**src/rtl/fifo_wr_packer.sv**
```systemverilog
// fifo_wr_packer: write-side front end for the async FIFO (wclk domain only).
// Packs RATIO narrow beats into one FIFO word and presents it through a
// single-word hold register that drives wdata/winc. s_last flushes a partial
// word. Lanes that were never written are zero.
module fifo_wr_packer #(
    parameter int IN_WIDTH  = 8,
    parameter int RATIO     = 4,
    parameter int LSB_FIRST = 1
) (
    input  logic                        wclk,
    input  logic                        wrst_n,
    input  logic [IN_WIDTH-1:0]         s_data,
    input  logic                        s_valid,
    input  logic                        s_last,
    output logic                        s_ready,
    output logic [IN_WIDTH*RATIO-1:0]   wdata,
    output logic                        winc,
    input  logic                        wfull,
    output logic [15:0]                 stall_cnt
);

    localparam int WORD_W = IN_WIDTH * RATIO;
    localparam int LANE_W = (RATIO > 1) ? $clog2(RATIO) : 1;
    localparam logic [LANE_W-1:0] LAST_LANE = LANE_W'(RATIO - 1);

    logic [LANE_W-1:0] lane_q, lane_d;
    logic [WORD_W-1:0] acc_q, acc_d;
    logic              hold_valid_q, hold_valid_d;
    logic [WORD_W-1:0] hold_word_q, hold_word_d;
    logic [15:0]       stall_cnt_q, stall_cnt_d;

    logic [WORD_W-1:0] merged_word;
    logic              hold_free;
    logic              completing;
    logic              accept;

    // The hold register can take a new word if it is empty or drains this cycle.
    assign hold_free  = !hold_valid_q || !wfull;
    assign completing = (lane_q == LAST_LANE) || s_last;
    // Only a completing beat needs room in the hold register.
    assign s_ready    = hold_free || !completing;
    assign accept     = s_valid && s_ready;

    // Accumulator with the incoming beat dropped into its lane. Since the
    // accumulator is cleared on every completion, later lanes are still zero.
    generate
        for (genvar gi = 0; gi < RATIO; gi++) begin : g_lane
            localparam int BEAT_IDX = (LSB_FIRST != 0) ? gi : (RATIO - 1 - gi);
            assign merged_word[gi*IN_WIDTH +: IN_WIDTH] =
                (lane_q == LANE_W'(BEAT_IDX)) ? s_data : acc_q[gi*IN_WIDTH +: IN_WIDTH];
        end
    endgenerate

    // Next-state: drain the hold on transfer, count stalls, take accepted beats.
    always_comb begin
        lane_d       = lane_q;
        acc_d        = acc_q;
        hold_valid_d = hold_valid_q;
        hold_word_d  = hold_word_q;
        stall_cnt_d  = stall_cnt_q;

        if (hold_valid_q && !wfull) begin
            hold_valid_d = 1'b0;
        end

        if (hold_valid_q && wfull && (stall_cnt_q != 16'hFFFF)) begin
            stall_cnt_d = stall_cnt_q + 16'd1;
        end

        if (accept) begin
            if (completing) begin
                // A load in the same cycle as a transfer keeps the hold valid.
                hold_word_d  = merged_word;
                hold_valid_d = 1'b1;
                lane_d       = '0;
                acc_d        = '0;
            end else begin
                acc_d  = merged_word;
                lane_d = lane_q + LANE_W'(1);
            end
        end
    end

    // State registers; asynchronous reset discards any partial word.
    always_ff @(posedge wclk or negedge wrst_n) begin
        if (!wrst_n) begin
            lane_q       <= '0;
            acc_q        <= '0;
            hold_valid_q <= 1'b0;
            hold_word_q  <= '0;
            stall_cnt_q  <= '0;
        end else begin
            lane_q       <= lane_d;
            acc_q        <= acc_d;
            hold_valid_q <= hold_valid_d;
            hold_word_q  <= hold_word_d;
            stall_cnt_q  <= stall_cnt_d;
        end
    end

    assign winc      = hold_valid_q;
    assign wdata     = hold_word_q;
    assign stall_cnt = stall_cnt_q;

endmodule

```
**config.mk**
```make
export PLATFORM = sky130hd
export DESIGN_NAME = fifo_wr_packer
export DESIGN_NICKNAME = d
export VERILOG_FILES = /design/src/rtl/fifo_wr_packer.sv
export SDC_FILE = /design/constraint.sdc
export NUM_CORES = 1
export LEC_CHECK = 0
export CAP_MARGIN = 20
export CORE_ASPECT_RATIO = 0.6
export CORE_UTILIZATION = 34
export CTS_CLUSTER_SIZE = 30
export DETAILED_ROUTE_END_ITERATION = 8
export RECOVER_POWER = 50
export SLEW_MARGIN = 30
export SYNTH_ARGS = -nofsm -noshare
export SYNTH_HDL_FRONTEND = slang
export SYNTH_SLANG_ARGS = --single-unit
export TNS_END_PERCENT = 10
```
**constraint.sdc**
```tcl
create_clock -name wclk -period 2.1 [get_ports wclk]
set_input_delay 0.42 -clock wclk [delete_from_list [all_inputs] [get_ports wclk]]
set_output_delay 0.42 -clock wclk [all_outputs]
set_load 0.005 [all_outputs]
```
==> out/metrics.cfg, run 1 <==
[outcome]
status = finished, final reports clean

[power_and_ir_drop]
clkPwrFrac_pct = 33.6
leakage_nw = 2.132
swShare_pct = 26.31
p_switching_mw = 1.249
p_int_mw = 3.500
total_power_mw = 4.749
seqPwrFrac_pct = 43.4
peakVddDrop_mv = 0.5011
combPwrFrac_pct = 23.0
pwr_density_cell_nw_per_um2 = 1010

[grt]
grt_start_max_net_pins = 74
grt_overflow_total = 0
grt_pass1_wl_um = 13230
grtUsageTotal_pct = 16.39
antenna_found_initial = 0
grt_pass1_vias = 2430

[finish]
fin_cells = 519
syn_to_final_growth_pct = 30.71
diodes = 0
post-route-util_pct = 46.76
layout_common_cells = dfrtp_1 (83), nand2_1 (39), clkdlybuf4s50_1 (35)
nNetsFinal = 397
fillCellCount = 903
final_common_cell = dfrtp_1
drive_above_1_share_pct = 9.115

[clocking]
hold_buffers = 0
cts-root-buf = clkbuf_16
cts_made_buffers = 9
clk_pin_slew_ns = 0.06
cts_max_level = 3
clockBufferDepth = 2
cts_sinks = 83
worstSkewPairLatency_ns = 0.33
cts_tree = done

[sta]
tightest_slew_ns = 1.197
hold_violations = 0
period_needed_ns = 1.921
drv_slew = 0
skew_ns = 0.005002
fmax_ghz = 0.5206
relSlewSlack_pct = 20.21
fin_crit_sh_pct = 91.47
rsz0062_at_grt = no
setup_viol = 0

[drt]
postRouteAntennaNets = 0
drc = 0
wl_per_cell_um = 15.87
viasPerCell = 5.010
vias = 2600
wl_um = 8239
drtIter0Drc = 121
drt_first_pass_iters = 4

[worst_setup_path]
crit_fanout = 2
crit_arrival_ns = 1.50
required_ns = 1.68
critPathKind = flop to primary output
startpoint_type = flop
critPathCaptureType = primary output
startpoint = lane_q[0]
r2r-start = lane_q[0]

[place]
place_congestion = 0.8068
io_buffers = 62
dp_hpwl_um = 5788
post-place-cells = 502

[yosys]
synth_area_um2 = 3597
synth_cells = 309
yosys_warnings = 0
synth.yosys.seq_area_share_pct = 57.74
avgSynthCellArea_um2 = 11.64
synth_edf_count = 0
ys_seq_elements = 83
synth_nets = 327
ys_types = 43
synth-async-reset-ratio_pct = 100.0
synthFlopType = dfrtp_1

[run]
cap_violations = 0

[floorplanning]
die_h_um = 81.68
boundaryPins = 63
coreArea_um2 = 10050
die_x_um = 134.8
dieArea_um2 = 11010
start_util_pct = 35.78
rows = 28

[min_path]
min_path_type = input pin to async pin

[sequential cells by signal, summed over array words and instances, names as in the netlist]
name,flops
stall_cnt,16
winc,1
acc_q,32
lane_q,2
wdata,32
[kinds of logic (layout without fill, tap and decap cells)]
kind of cell	count (synthesis)	count (layout)	synth area share, %
xor gates and xnor gates	7	7	1.704
and+or+nand+nor	84	84	12.28
adders and majority gates	5	5	1.739
muxes	34	34	9.600
DFF	83	83	57.74
buffers and inverters	18	93	2.504
AOI/OAI and AO/OA	78	78	14.43
[through the flow]
| stage | worst slack, ns | cell area [um^2] | hold WS, ns | TNS [ns] |
|---|---|---|---|---|
| after floorplan | 0.4739 | 3597 | 0.1244 | 0 |
| after global placement | -0.04344 | 4400 | 0.4647 | -0.04344 |
| after detailed placement | -0.03340 | 4400 | 0.4701 | -0.03340 |
| after CTS | 0.1496 | 4715 | 0.1166 | 0 |
| after global routing | 0.09747 | 4702 | 0.4133 | 0 |
| final | 0.1792 | 4702 | 0.3201 | 0 |
[path summary, 6_finish.rpt]
kind                                endpoint  slack (ns)  cells past startpoint
worst min-delay path            stall_cnt[6]        0.32                      1
min in group wclk                   wdata[5]        0.47                      2
max in group asynchronous          lane_q[0]        0.59                      2
worst max register to register     acc_q[21]        0.28                      6
worst min register to register      wdata[5]        0.47                      2
worst max-delay path                 s_ready        0.18                      4
[per-layer routing]
layer  routed length, um  track usage (%)
met1                4302            24.37
met5                   0                0
met3                 454            4.753
met4                  55            4.382
met2                3427            22.94
[synthesized netlist by cell type (2+ instances only)]
cell | n | area share [%]
a22o_1 | 24 | 5.8
dfrtp_1 | 83 | 58
and4_1 | 2 | 0.49
buf_4 | 3 | 0.63
buf_2 | 8 | 1.1
nand3_2 | 2 | 0.56
nor2_1 | 3 | 0.31
and2_1 | 10 | 1.7
ha_1 | 5 | 1.7
nand2_1 | 39 | 4.1
o21a_1 | 2 | 0.42
o21ai_0 | 30 | 4.2
buf_1 | 2 | 0.21
a31oi_1 | 2 | 0.35
nand3b_1 | 2 | 0.42
o21ai_1 | 5 | 0.70
inv_1 | 3 | 0.31
nand4_1 | 2 | 0.35
and3_1 | 5 | 0.87
o21ai_2 | 3 | 0.73
a21oi_1 | 7 | 0.97
xor2_1 | 3 | 0.73
xnor2_1 | 4 | 0.97
nand3_1 | 9 | 1.3
mux2i_1 | 33 | 9.2
[timing repair]
item / CTS / global route
endpoints found under the setup margin: 1 / 0
buffers inserted: 1 / 0
hold endpoints to repair: 0 / 0
gates resized for setup: 1 / 0
[layout make-up]
cell class / instances / area, um^2 / share of cell area [%]
clock buffers: 15 / 277.8 / 5.907
clock inverters: 1 / 30.03 / 0.6386
inverters: 3 / 11.26 / 0.2395
multi-input cells: 208 / 1430 / 30.42
flip-flops and latches: 83 / 2077 / 44.17
well taps: 135 / 168.9 / 3.592
repair buffers: 74 / 706.9 / 15.03
[critical path, stage by stage (launching register included)]
cell           delay (ns)
dfrtp_1              0.39
ha_1                 0.21
or2_1                0.25
nand3_1              0.09
dlygate4sd2_1        0.24
[power groups by stage]
stage	combinational [mW]	clock (mW)	sequential [mW]
after detailed placement	1.14	0	2.09
after global placement	1.12	0	2.09
after global routing	1.22	1.71	2.10
after CTS	1.15	1.65	2.07
after floorplan	0.519	0	2.08
final	1.09	1.60	2.06
Note: power is estimated with default switching activity, not from simulation.
==> inputs of run 2 (changes only) <==
DONT_BUFFER_PORTS = 1   (was not set)
SLEW_MARGIN = 20   (was 30)
==> run 2 against run 1 <==
The run now ends with hold timing left. Global-route usage decreased by 0.83 points. Cell area decreased by 14%. Die area unchanged. Sequential share of layout area increased by 7.3 points. Clock-buffer cell count decreased by 4. Combinational power decreased by 43%. Clock skew decreased by 0.00092 ns. Register-to-register slack improved by 0.04 ns. First-iteration DRC count decreased by 0.83%. Cell count decreased by 13%. Clock power about the same. Critical path type unchanged.
==> out/metrics.cfg, run 2 (synthesis gave the netlist of run 1 again) <==
[sta]
layout_setup_ws_ns = 0.2079
skew_ns = 0.004086
fmax_ghz = 0.5285
setup_viol = 0
tightest_slew_ns = 0.4806
period_needed_ns = 1.892
fin_crit_sh_pct = 90.10
setup-tns-final_ns = 0
drv_slew = 0
rsz0062_at_grt = no
hold_violations = 83
relSlewSlack_pct = 67.85
whs_ns = -0.2153

[drt]
drc = 0
drt_first_pass_iters = 5
wl_um = 8030
postRouteAntennaNets = 0
wl_per_cell_um = 17.84
vias = 2350
drtIter0Drc = 120
viasPerCell = 5.222

[floorplanning]
dieArea_um2 = 11010
rows = 28
coreArea_um2 = 10050
die_x_um = 134.8
start_util_pct = 35.78
die_h_um = 81.68
boundaryPins = 63

[outcome]
status = finished, violations left
violations = hold timing

[place]
dp_hpwl_um = 5471
placed_area_um2 = 3732
place_congestion = 0.7760
post-place-cells = 435
pre_cts_ws_ns = 0.3670
io_buffers = 0

[finish]
fin_cells = 450
final_area_um2 = 4035
nNetsFinal = 329
layout_common_cells = dfrtp_1 (83), nand2_1 (39), mux2i_1 (33)
diodes = 0
syn_to_final_growth_pct = 12.17
post-route-util_pct = 40.13
drive_above_1_share_pct = 10.16
final_common_cell = dfrtp_1

[worst_setup_path]
critPathCaptureType = primary output
startpoint = lane_q[0]
r2r-start = stall_cnt[0]
critPathKind = flop to primary output
startpoint_type = flop
crit_fanout = 5
required_ns = 1.68
crit_arrival_ns = 1.47

[min_path]
min_path_type = input pin to async pin

[power_and_ir_drop]
peakVddDrop_mv = 0.4440
total_power_mw = 4.331
pwr_density_cell_nw_per_um2 = 1073
leakage_nw = 1.812

[clocking]
cts-root-buf = clkbuf_16
worstSkewPairLatency_ns = 0.33
cts_setup_buffers = 0
cts_made_buffers = 9
clk_pin_slew_ns = 0.06
clockBufferDepth = 2
ctsResizeCount = 0
cts_tree = done
cts_sinks = 83
cts_max_level = 3

[grt]
antenna_found_initial = 0
grt_pass1_wl_um = 12660
grt_overflow_total = 0
grt_start_max_net_pins = 84
grtUsageTotal_pct = 15.56
grt_pass1_vias = 2248

[run]
cap_violations = 0

-- run 2: worst max-delay path, stage by stage (launching register included) --
cell and delay [ns]:
dfrtp_1 0.40, ha_1 0.24, or2_1 0.34, nand3_1 0.16
-- run 2: worst paths after layout --
| kind | endpoint | slack [ns] | cells after the start |
|---|---|---|---|
| worst min register to register | acc_q[25] | 0.48 | 1 |
| worst min-delay path | wdata[5] | -0.22 | 0 |
| max in group asynchronous | wdata[19] | 2.18 | 0 |
| worst max-delay path | s_ready | 0.21 | 3 |
| min in group wclk | acc_q[5] | 0.23 | 1 |
| worst max register to register | stall_cnt[1] | 0.32 | 5 |
-- run 2: cell type report --
| cell class | count | area [um^2] |
|---|---|---|
| fill | 985 | 6020 |
| sequential | 83 | 2077 |
| multi-input combinational | 208 | 1430 |
| clock buffer | 11 | 252.7 |
| tap | 135 | 168.9 |
| clock inverter | 4 | 50.05 |
| timing repair buffer | 6 | 45.04 |
| inverter | 3 | 11.26 |
-- run 2: where the power goes --
part | switching (mW) | internal [mW] | leakage (nW)
registers | 0.249 | 1.88 | 1.11
clock network | 0.610 | 0.977 | 0.144
logic | 0.321 | 0.297 | 0.558
-- run 2: routing by layer --
metal  global-route usage (%)  vias up  part of all wire (%)
met5                        0        -                     0
met3                    6.235        5                   7.5
met2                    19.85       61                    41
met1                    23.48     1172                    51
met4                    4.045        0                  0.59
li1                         -     1112                     -
